## src/rtl/mem_arbiter_pkg.sv

```systemverilog
// Shared types and constants for the two-port memory arbiter.
package mem_arbiter_pkg;

  typedef enum logic [1:0] {
    IDLE = 2'd0,
    RD   = 2'd1,
    WR   = 2'd2,
    RESP = 2'd3
  } state_e;

  localparam logic PORT_IF = 1'b0;
  localparam logic PORT_D  = 1'b1;

  localparam int DEF_MEM_DEPTH = 200;
  localparam int DEF_READ_LAT  = 2;

endpackage

```

## src/rtl/mem_arbiter_rr_arb2.sv

```systemverilog
// Two-requester round-robin arbiter with a last-grant register.
module rr_arb2
  import mem_arbiter_pkg::*;
(
  input  logic       clk,
  input  logic       reset,
  input  logic [1:0] req,
  input  logic       update,
  output logic [1:0] gnt
);

  logic last_q;
  logic last_d;

  // One-hot grant; on a tie the port not served last wins
  always_comb begin
    gnt    = 2'b00;
    last_d = last_q;
    if (req == 2'b11) begin
      gnt = (last_q == PORT_D) ? 2'b01 : 2'b10;
    end else begin
      gnt = req;
    end
    if (update && (gnt != 2'b00)) begin
      last_d = gnt[PORT_D] ? PORT_D : PORT_IF;
    end else begin
      last_d = last_q;
    end
  end

  // Last-grant register; reset favours the fetch port on the first tie
  always_ff @(posedge clk or negedge reset) begin
    if (!reset) begin
      last_q <= PORT_D;
    end else begin
      last_q <= last_d;
    end
  end

endmodule

```

## src/rtl/mem_arbiter.sv

```systemverilog
// Arbitrates an instruction-fetch port and a data port onto one memory bus.
module mem_arbiter
  import mem_arbiter_pkg::*;
#(
  parameter int MEM_DEPTH = DEF_MEM_DEPTH,
  parameter int READ_LAT  = DEF_READ_LAT
) (
  input  logic        clk,
  input  logic        reset,
  input  logic        if_req,
  input  logic [31:0] if_addr,
  output logic        if_ack,
  output logic [31:0] if_rdata,
  output logic        if_err,
  input  logic        d_req,
  input  logic        d_we,
  input  logic [31:0] d_addr,
  input  logic [31:0] d_wdata,
  output logic        d_ack,
  output logic [31:0] d_rdata,
  output logic        d_err,
  output logic [31:0] mem_adress,
  output logic [31:0] mem_data,
  output logic        mem_read,
  output logic        mem_write,
  input  logic [31:0] mem_out,
  output logic        busy
);

  state_e      state_q, state_d;
  logic [7:0]  cnt_q, cnt_d;
  logic        win_q, win_d;
  logic        err_q, err_d;
  logic        if_ack_q, if_ack_d, if_err_q, if_err_d;
  logic        d_ack_q, d_ack_d, d_err_q, d_err_d;
  logic [31:0] if_rdata_q, if_rdata_d, d_rdata_q, d_rdata_d;
  logic [31:0] mem_adress_q, mem_adress_d, mem_data_q, mem_data_d;
  logic        mem_read_q, mem_read_d, mem_write_q, mem_write_d;
  logic        busy_q, busy_d;

  logic [1:0]  gnt_s;
  logic        grant_s, sel_d_s, in_range_s, rd_done_s;
  logic [31:0] sel_addr_s;

  // The ack cycle doubles as the idle bubble, so a still-high req is not re-granted
  assign grant_s    = (state_q == IDLE) && !if_ack_q && !d_ack_q && (if_req || d_req);
  assign sel_d_s    = gnt_s[PORT_D];
  assign sel_addr_s = sel_d_s ? d_addr : if_addr;
  assign in_range_s = (sel_addr_s < 32'(MEM_DEPTH));
  assign rd_done_s  = (state_q == RD) && (cnt_q == 8'(READ_LAT - 1));

  rr_arb2 u_rr (
    .clk    (clk),
    .reset  (reset),
    .req    ({d_req, if_req}),
    .update (grant_s),
    .gnt    (gnt_s)
  );

  // State register
  always_ff @(posedge clk or negedge reset) begin
    if (!reset) begin
      state_q <= IDLE;
    end else begin
      state_q <= state_d;
    end
  end

  // Next-state logic
  always_comb begin
    state_d = state_q;
    case (state_q)
      IDLE: begin
        if (grant_s) begin
          if (!in_range_s)          state_d = RESP;
          else if (sel_d_s && d_we) state_d = WR;
          else                      state_d = RD;
        end else begin
          state_d = IDLE;
        end
      end
      RD: begin
        if (rd_done_s) state_d = RESP;
        else           state_d = RD;
      end
      WR:      state_d = RESP;
      RESP:    state_d = IDLE;
      default: state_d = IDLE;
    endcase
  end

  // Output and datapath next values; bus strobes decode the next state
  always_comb begin
    cnt_d        = cnt_q;
    win_d        = win_q;
    err_d        = err_q;
    if_ack_d     = 1'b0;
    if_err_d     = 1'b0;
    d_ack_d      = 1'b0;
    d_err_d      = 1'b0;
    if_rdata_d   = if_rdata_q;
    d_rdata_d    = d_rdata_q;
    mem_adress_d = mem_adress_q;
    mem_data_d   = mem_data_q;
    case (state_q)
      IDLE: begin
        if (grant_s) begin
          win_d = sel_d_s ? PORT_D : PORT_IF;
          err_d = !in_range_s;
          cnt_d = 8'd0;
          if (in_range_s) mem_adress_d = sel_addr_s;
          else            mem_adress_d = mem_adress_q;
          if (sel_d_s && d_we) mem_data_d = d_wdata;
          else                 mem_data_d = mem_data_q;
        end else begin
          cnt_d = cnt_q;
        end
      end
      RD: begin
        cnt_d = cnt_q + 8'd1;
        if (rd_done_s) begin
          if (win_q == PORT_IF) if_rdata_d = mem_out;
          else                  d_rdata_d  = mem_out;
        end else begin
          cnt_d = cnt_q + 8'd1;
        end
      end
      WR: cnt_d = cnt_q;
      RESP: begin
        if (win_q == PORT_IF) begin
          if_ack_d = 1'b1;
          if_err_d = err_q;
        end else begin
          d_ack_d = 1'b1;
          d_err_d = err_q;
        end
      end
      default: cnt_d = 8'd0;
    endcase
    mem_read_d  = (state_d == RD);
    mem_write_d = (state_d == WR);
    busy_d      = (state_d != IDLE);
  end

  // Datapath and registered outputs
  always_ff @(posedge clk or negedge reset) begin
    if (!reset) begin
      cnt_q        <= 8'd0;
      win_q        <= PORT_IF;
      err_q        <= 1'b0;
      if_ack_q     <= 1'b0;
      if_err_q     <= 1'b0;
      d_ack_q      <= 1'b0;
      d_err_q      <= 1'b0;
      if_rdata_q   <= 32'd0;
      d_rdata_q    <= 32'd0;
      mem_adress_q <= 32'd0;
      mem_data_q   <= 32'd0;
      mem_read_q   <= 1'b0;
      mem_write_q  <= 1'b0;
      busy_q       <= 1'b0;
    end else begin
      cnt_q        <= cnt_d;
      win_q        <= win_d;
      err_q        <= err_d;
      if_ack_q     <= if_ack_d;
      if_err_q     <= if_err_d;
      d_ack_q      <= d_ack_d;
      d_err_q      <= d_err_d;
      if_rdata_q   <= if_rdata_d;
      d_rdata_q    <= d_rdata_d;
      mem_adress_q <= mem_adress_d;
      mem_data_q   <= mem_data_d;
      mem_read_q   <= mem_read_d;
      mem_write_q  <= mem_write_d;
      busy_q       <= busy_d;
    end
  end

  assign if_ack     = if_ack_q;
  assign if_err     = if_err_q;
  assign if_rdata   = if_rdata_q;
  assign d_ack      = d_ack_q;
  assign d_err      = d_err_q;
  assign d_rdata    = d_rdata_q;
  assign mem_adress = mem_adress_q;
  assign mem_data   = mem_data_q;
  assign mem_read   = mem_read_q;
  assign mem_write  = mem_write_q;
  assign busy       = busy_q;

endmodule

```

## config.mk

```make
export PLATFORM = sky130hd
export DESIGN_NAME = mem_arbiter
export DESIGN_NICKNAME = d
export VERILOG_FILES = /design/src/rtl/mem_arbiter_pkg.sv /design/src/rtl/mem_arbiter_rr_arb2.sv /design/src/rtl/mem_arbiter.sv
export SDC_FILE = /design/constraint.sdc
export NUM_CORES = 1
export LEC_CHECK = 0
export ABC_AREA = 0
export CAP_MARGIN = 5
export CORE_ASPECT_RATIO = 1.5
export CORE_UTILIZATION = 38
export CTS_CLUSTER_SIZE = 25
export DETAILED_ROUTE_END_ITERATION = 10
export PLACE_DENSITY = 0.87
export RECOVER_POWER = 50
export SLEW_MARGIN = 20
export SYNTH_ARGS = -nofsm -noshare
export SYNTH_HDL_FRONTEND = slang
export SYNTH_HIERARCHICAL = 1
export SYNTH_SLANG_ARGS = --single-unit
```

## constraint.sdc

```tcl
create_clock -name clk -period 2.3 [get_ports clk]
set_clock_uncertainty 0.2 [all_clocks]
set_input_delay 0.345 -clock clk [delete_from_list [all_inputs] [get_ports clk]]
set_output_delay 0.345 -clock clk [all_outputs]
set_load 0.005 [all_outputs]
```

After elaboration in Yosys (flattened, before gate mapping)
Cells that the tools add are included.
{"block": "op_classes", "n_reduce_logical": 20, "n_bitwise": 1, "n_eq_ne": 8, "order_cmp": 1, "n_mux": 19, "n_addsub": 1}
{"cell": "32-bit by 8-bit < comparator with 1-bit output, second input constant", "count": 1}
{"cell": "32-bit two-way mux", "count": 1}
{"cell": "8-bit one-hot mux with 2 select lines", "count": 1}
{"cell": "2-bit two-way mux", "count": 6}
{"cell": "3-bit AND reduction", "count": 4}
{"cell": "1-bit two-way mux", "count": 9}
{"cell": "8-bit by 1-bit adder with 8-bit output, second input constant", "count": 1}
{"cell": "2-bit equality test, second input constant", "count": 4}
{"cell": "8-bit by 1-bit equality test with 1-bit output, second input constant", "count": 1}
{"cell": "8-bit two-way mux", "count": 1}
{"cell": "2-bit one-hot mux with 4 select lines", "count": 1}
{"cell": "1-bit logical AND", "count": 6}
{"cell": "2-bit nonzero test", "count": 3}
{"cell": "2-bit by 1-bit equality test with 1-bit output, second input constant", "count": 2}
{"cell": "2-bit AND reduction", "count": 2}
{"cell": "1-bit logical NOT", "count": 3}
{"cell": "2-bit logical NOT", "count": 1}
{"cell": "2-bit by 1-bit inequality test with 1-bit output, second input constant", "count": 1}
{"cell": "1-bit logical OR", "count": 1}
{"cell": "1-bit inverter", "count": 1}
{"block": "totals", "regBits": 148}

Logic depth before layout (Yosys ltp)
Gate-level depths: netlist of run 1.
{"block": "logic_depth", "depth_word": 8, "depth_mapped": 9}

Cells and area by module
The synthesis of run 1 kept the hierarchy.
{"module": "mem_arbiter", "seq_area_each_um2": 3678.5, "area_per_inst_um2": 5859.4, "n_inst": 1, "cells_each": 395}
{"module": "rr_arb2", "seq_area_each_um2": 26.3, "area_per_inst_um2": 56.3, "n_inst": 1, "cells_each": 6}

Worst setup path after synthesis of run 1
OpenSTA, ideal clock, no wires.
{"block": "synth_path", "path_kind": "register -> register", "startpoint": "register u_rr.last_q", "endpoint": "register mem_adress_q[3], in the netlist mem_adress[3]", "synth_period_minus_slack_ns": 2.442, "required_ns": 1.975, "setup_ns": 0.125, "path_slack_ns": -0.142, "arrival_time_ns": 2.117, "stages_incl_launch_ff": 9, "path_buffers": 2, "path_cell_list": "dfstp_2 a21boi_0 buf_6 or4_1 o22ai_1 and3_2 nand3_4 buf_6 mux2_4"}
{"block": "synth_via", "elab_chain_cells": 5}
{"element": "start, declared", "line": "mem_arbiter_rr_arb2.sv:12", "text": "logic last_q;"}
{"element": "start signal, assigned", "line": "mem_arbiter_rr_arb2.sv:36", "text": "last_q <= last_d;"}
{"element": "2-bit two-way mux *", "line": "mem_arbiter_rr_arb2.sv:20", "text": "gnt = (last_q == PORT_D) ? 2'b01 : 2'b10;"}
{"element": "2-bit two-way mux *", "line": "mem_arbiter_rr_arb2.sv:19", "text": "if (req == 2'b11) begin"}
{"element": "net gnt_s[1]", "line": "mem_arbiter.sv:41", "text": "logic [1:0] gnt_s;"}
{"element": "32-bit two-way mux *", "line": "mem_arbiter.sv:48", "text": "assign sel_addr_s = sel_d_s ? d_addr : if_addr;"}
{"element": "32-bit by 8-bit < comparator with 1-bit output", "line": "mem_arbiter.sv:49", "text": "assign in_range_s = (sel_addr_s < 32'(MEM_DEPTH));"}
{"element": "3-bit AND reduction (no line)"}
{"element": "end signal, assigned", "line": "mem_arbiter.sv:172", "text": "mem_adress_q <= mem_adress_d;"}
{"element": "end, declared", "line": "mem_arbiter.sv:37", "text": "logic [31:0] mem_adress_q, mem_adress_d, mem_data_q, mem_data_d;"}
Mark *: on every way through the listed nets, which the timed path passes. The rest lies on a longest branch.
A chain may end at the register's enable or synchronous reset.

Final worst setup path of run 1
{"block": "layout_path", "startpoint": "register state_q[1]", "endpoint": "register mem_adress_q[19], in the netlist mem_adress[19]"}
{"block": "layout_via", "elab_chain_cells": 5}
{"element": "start, declared", "line": "mem_arbiter.sv:30", "text": "state_e state_q, state_d;"}
{"element": "start signal, assigned", "line": "mem_arbiter.sv:65", "text": "state_q <= state_d;"}
{"element": "2-bit logical NOT", "line": "mem_arbiter.sv:46", "text": "assign grant_s = (state_q == IDLE) && !if_ack_q && !d_ack_q && (if_req || d_req);"}
{"element": "1-bit logical AND (3 in a row)", "line": "mem_arbiter.sv:46"}
{"element": "net grant_s", "line": "mem_arbiter.sv:42", "text": "logic grant_s, sel_d_s, in_range_s, rd_done_s;"}
{"element": "3-bit AND reduction (no line)"}
The timed path passes the listed nets, and every way through them passes these cells.

==> impl_metrics.py, run 1 <==
metrics = {
    "status": {
        "status": "complete, but fails checks",
        "violations": "setup timing",
    },
    "timing": {
        "fin_crit_ns": 2.39,
        "hold_ws_ns": 0.279,
        "rsz0062_at_grt": "yes",
        "tightest_slew_ns": 1.32,
        "layout_setup_ws_ns": -0.0930,
        "finalHoldViolCount": 0,
        "setup_viol": 57,
        "drv_slew": 0,
        "finalCritPeriodShare_pct": 104,
        "slew_headroom_pct": 12.3,
        "timing.fmax_ghz": 0.418,
    },
    "placement": {
        "post-place-ws_ns": -0.537,
        "placedInstanceArea_um2": 9070,
        "hpwl_um": 11700,
        "port_buffers": 267,
        "finalWeightedCongestion": 0.879,
    },
    "synthesis": {
        "synth_fp_nets": 538,
        "syn-cell-area_um2": 5900,
        "netlist_instances": 399,
        "synth_area_per_cell_um2": 14.8,
        "synth_warnings": 6,
    },
    "finish": {
        "fillers": 1024,
        "area_growth_pct": 74.5,
        "drive_gt1_share_pct": 29.3,
        "nets": 869,
        "n_antenna_cell": 0,
        "finalInstanceArea_um2": 10300,
    },
    "floorplan": {
        "die_h_um": 155,
        "start_util_pct": 39.0,
        "core_um2": 15100,
        "num_io_pins": 268,
        "die_w_um": 104,
        "num_rows": 55,
        "die_area_um2": 16100,
    },
    "critical_path": {
        "start_kind": "flop",
        "cp_max_fo": 6,
        "slowest_stage": "dfrtp_1",
        "cp_num_buf_inv": 4,
        "cp.arrival_ns": 2.49,
        "path_cells": "inv_2 -> ha_4 -> or3b_4 -> or2_4 -> buf_12 -> inv_4 -> nand3_4 -> clkbuf_16 -> and2_1",
        "worstSetupEndpointType": "flop",
        "path_delay_family": "simple AND/OR/NAND/NOR gates",
        "critical_path_class": "reg2reg",
        "worstPathRequired_ns": 2.40,
        "slowest_delay_ns": 0.40,
    },
    "detailed_routing": {
        "dr.first_iter.drc_count": 100,
        "via_count": 4634,
        "drc": 0,
        "viasPerCell": 4.92,
        "wl_per_cell_um": 18.7,
        "wl_um": 17700,
        "dr.pass1.iters": 4,
        "antenna_left": 0,
    },
    "clock_tree": {
        "cts_buffers": 17,
        "clock_sinks": 148,
        "root_buffer": "clkbuf_16",
        "path_clk_slew_ns": 0.07,
        "tritoncts": "built",
        "clkLatencyLatePin_ns": 0.41,
        "htreeDepth": 4,
        "cts_buffer_depth": 2,
    },
    "grt": {
        "grt_usage_pct": 20.7,
        "grt_max_degree": 52,
        "grt_pass1_wl_um": 26000,
        "antenna_found_initial": 0,
        "grt_pass1_vias": 5062,
        "grt-ovfl-total": 0,
    },
    "power_and_ir_drop": {
        "peakVddDrop_v": 0.000491,
        "leakage_nw": 4.52,
        "p_per_area_nw_per_um2": 1140,
    },
    "hold_path": {
        "hold_path_class": "reg2reg",
    },
    "run": {
        "drv_cap": 0,
    },
}
==> per-layer routing <==
metal / vias to the layer above / part of all wire [%] / track usage [%]
li1: 2084 / - / -
met1: 2304 / 38 / 23.5
met5: - / 0 / 0
met2: 204 / 54 / 37.5
met4: 0 / 3.0 / 9.32
met3: 42 / 5.3 / 4.34
==> cells in the final DEF, fill, tap and decap left out, types with 4 or more instances in the layout <==
master / count
dfrtp_1: 147
dlygate4sd3_1: 18
ha_1: 5
and2_1: 24
nor4_1: 6
nand4_1: 6
nor2_1: 10
nand2_1: 14
clkbuf_16: 21
clkdlybuf4s50_1: 249
mux2_1: 13
buf_12: 4
buf_4: 33
clkinv_4: 5
mux2_2: 38
mux2_4: 60
buf_6: 8
==> layout make-up <==
class	count	area (µm²)	area share, %
tap	199	249	2.42
timing repair buffer	326	3330	32.3
sequential	148	3700	36.0
multi-input combinational	233	2420	23.5
clock buffer	18	439	4.26
inverter	4	17.5	0.170
clock inverter	14	143	1.38
==> per-stage QoR <==
step                      TNS, ns  instances  power [mW]  util [%]
after floorplan            -0.785        399        5.60         -
after global routing        -6.08        942        12.3      68.0
after CTS                   -1.49        935        11.3      65.6
after global placement     -23.69        888        8.18      59.9
after detailed placement   -24.92        888        8.41      59.9
final                       -2.22        942        11.7      68.0
==> final timing paths <==
kind	from	to	slack, ns	depth (start not counted)
setup / recovery	state_q[1]$_DFF_PN0_	mem_adress[19]$_DFFE_PN0P_	-0.09	9
hold / removal	if_rdata[14]$_DFFE_PN0P_	if_rdata[14]$_DFFE_PN0P_	0.28	1
setup reg to reg	state_q[1]$_DFF_PN0_	mem_adress[19]$_DFFE_PN0P_	-0.09	9
hold reg to reg	if_rdata[14]$_DFFE_PN0P_	if_rdata[14]$_DFFE_PN0P_	0.28	1
max in group asynchronous	reset	if_err$_DFF_PN0_	0.29	3
min in group asynchronous	reset	if_rdata[0]$_DFFE_PN0P_	0.57	2
==> registers in the layout (all words and copies together) (netlist names), 2 cells and up <==
signal and flops:
mem_data 32, mem_adress 32, if_rdata 32, state_q 2, d_rdata 32, cnt_q 8
==> where the power goes <==
| group | internal, mW | total (mW) | switching (mW) |
|---|---|---|---|
| Clock | 1.46 | 2.67 | 1.20 |
| Combinational | 3.33 | 4.95 | 1.62 |
| Sequential | 3.58 | 4.13 | 0.548 |
==> repair_timing <==
item / 4_1_cts / 5_1_grt
resized for setup: 24 / 67
gates cloned: 4 / 5
endpoints found under the setup margin: 61 / 81
endpoints found under the hold margin: 45 / 0
pin swaps: 5 / 6
hold buffers: 1 / 0
buffers inserted: 10 / 2
Note: power is estimated with default switching activity, not from simulation.
==> inputs of run 2 (changes only) <==
--- a/config.mk
+++ b/config.mk
@@ -7,11 +7,11 @@
 export LEC_CHECK = 0
 export ABC_AREA = 0
 export CAP_MARGIN = 5
-export CORE_ASPECT_RATIO = 1.5
-export CORE_UTILIZATION = 38
+export CORE_UTILIZATION = 56
 export CTS_CLUSTER_SIZE = 25
 export DETAILED_ROUTE_END_ITERATION = 10
-export PLACE_DENSITY = 0.87
+export DONT_BUFFER_PORTS = 1
+export PLACE_DENSITY = 0.84
 export RECOVER_POWER = 50
 export SLEW_MARGIN = 20
 export SYNTH_ARGS = -nofsm -noshare
==> impl_metrics.py, run 2 (synthesized netlist as in run 1, its figures left out) <==
metrics = {
    "finish": {
        "drive_gt1_share_pct": 34.1,
        "area_growth_pct": 36.9,
        "nets": 660,
        "final_cell_mix": "dfrtp_1 (147), dlygate4sd3_1 (81), mux2_4 (46)",
        "n_antenna_cell": 0,
        "fin_util_pct": 78.7,
        "layout_commonest_cell": "dfrtp_1",
    },
    "status": {
        "violations": "hold timing, setup timing",
        "status": "complete, but fails checks",
    },
    "timing": {
        "fin_crit_ns": 2.34,
        "drv_slew": 0,
        "timing.fmax_ghz": 0.428,
        "tightest_slew_ns": 0.461,
        "rsz0062_at_grt": "yes",
        "finalCritPeriodShare_pct": 102,
        "finalHoldViolCount": 148,
        "hold_ws_ns": -0.677,
        "layout_setup_ws_ns": -0.0358,
        "slew_headroom_pct": 69.1,
        "setup_viol": 26,
    },
    "floorplan": {
        "core_um2": 10300,
        "die_w_um": 105,
        "die_h_um": 105,
        "num_io_pins": 268,
        "start_util_pct": 57.5,
        "die_area_um2": 11000,
        "num_rows": 37,
    },
    "critical_path": {
        "path_cells": "or4_4 -> nor4_4 -> nor2b_4 -> buf_12 -> mux2_1",
        "cp.arrival_ns": 2.52,
        "cp_max_fo": 16,
        "slowest_delay_ns": 0.55,
        "start_kind": "flop",
        "path_delay_family": "simple AND/OR/NAND/NOR gates",
        "worstSetupEndpointType": "flop",
        "slowest_stage": "or4_4",
        "cp_num_buf_inv": 1,
        "worstPathRequired_ns": 2.49,
        "critical_path_class": "reg2reg",
    },
    "grt": {
        "grtUsageMet1_pct": 31.9,
        "grt_pass1_wl_um": 22700,
        "grt-ovfl-total": 0,
        "met3_usage_pct": 11.0,
        "use_met2_pct": 45.8,
        "grt_pass1_vias": 4228,
        "grt_max_degree": 149,
        "antenna_found_initial": 0,
        "grt_usage_pct": 27.6,
        "top_usage_layer": "met2",
    },
    "hold_path": {
        "hold_path_class": "in2async",
    },
    "power_and_ir_drop": {
        "leakage_nw": 3.68,
        "total_power_mw": 9.76,
        "peakVddDrop_v": 0.000645,
        "p_per_area_nw_per_um2": 1210,
    },
    "detailed_routing": {
        "dr.pass1.iters": 7,
        "drc": 0,
        "antenna_left": 0,
        "wl_per_cell_um": 23.9,
        "via_count": 3894,
        "viasPerCell": 5.81,
        "dr.first_iter.drc_count": 167,
        "wl_um": 16000,
    },
    "clock_tree": {
        "cts_buffers": 17,
        "root_buffer": "clkbuf_8",
        "clock_sinks": 148,
        "cts_buffer_depth": 2,
        "path_clk_slew_ns": 0.06,
        "tritoncts": "built",
        "clkLatencyLatePin_ns": 0.52,
        "htreeDepth": 4,
    },
    "placement": {
        "hpwl_um": 8350,
        "post-place-ws_ns": -0.176,
        "finalWeightedCongestion": 0.827,
        "port_buffers": 0,
    },
    "run": {
        "drv_cap": 0,
    },
}
## run 2: worst reg2reg max path: stages, from the launching register on
cell and delay (ns):
dfrtp_1 0.38, or4_4 0.55, nor4_4 0.27, nor2b_4 0.26
buf_12 0.19, mux2_1 0.37
## run 2: repair_timing
action,in CTS,in global routing
pin swaps,4,10
setup buffers,8,3
hold buffers,80,1
gates resized for setup,24,51
setup endpoints to repair,68,87
endpoints found under the hold margin,253,149
gates cloned,5,3
## run 2: report_power, final
group          internal, mW  switching (mW)
combinational          1.63            1.02
clock                  1.56            1.08
sequential             3.59           0.880
## run 2: layout make-up
| type | count | area, µm² |
|---|---|---|
| repair buffers | 118 | 1260 |
| well taps | 136 | 170 |
| inverters | 4 | 17.5 |
| fillers | 527 | 2190 |
| clock inverters | 13 | 150 |
| flip-flops and latches | 148 | 3700 |
| multi-input cells | 232 | 2360 |
| clock buffers | 19 | 422 |
## run 2: path summary, 6_finish.rpt
kind | slack (ns) | start | endpoint | cells past startpoint
max | -0.04 | cnt_q[4]$_DFFE_PN0P_ | if_rdata[22]$_DFFE_PN0P_ | 5
min | -0.68 | reset | if_rdata[22]$_DFFE_PN0P_ | 0
max reg2reg | -0.04 | cnt_q[4]$_DFFE_PN0P_ | if_rdata[22]$_DFFE_PN0P_ | 5
min reg2reg | 0.32 | mem_adress[10]$_DFFE_PN0P_ | mem_adress[10]$_DFFE_PN0P_ | 1
max in group asynchronous | 2.27 | reset | u_rr/last_q$_DFFE_PN1P_ | 0
min in group clk | 0.04 | if_addr[7] | mem_adress[7]$_DFFE_PN0P_ | 3
## run 2: metal layers
metal,vias up,routed length [µm]
met4,0,391
li1,1656,-
met1,1970,5930
met2,234,8140
met3,34,1550
met5,-,0
## run 2: stage by stage
| step | cell area [µm²] | hold WS (ns) | cells | setup TNS [ns] |
|---|---|---|---|---|
| detailed placement | 6170 | -0.149 | 540 | -5.65 |
| floorplan | 5940 | -0.151 | 399 | -0.785 |
| finish | 8090 | -0.677 | 670 | -0.311 |
| global route | 8090 | -0.706 | 670 | -4.91 |
| CTS | 7820 | -0.707 | 665 | -0.0670 |
| global placement | 6170 | -0.148 | 540 | -0.537 |
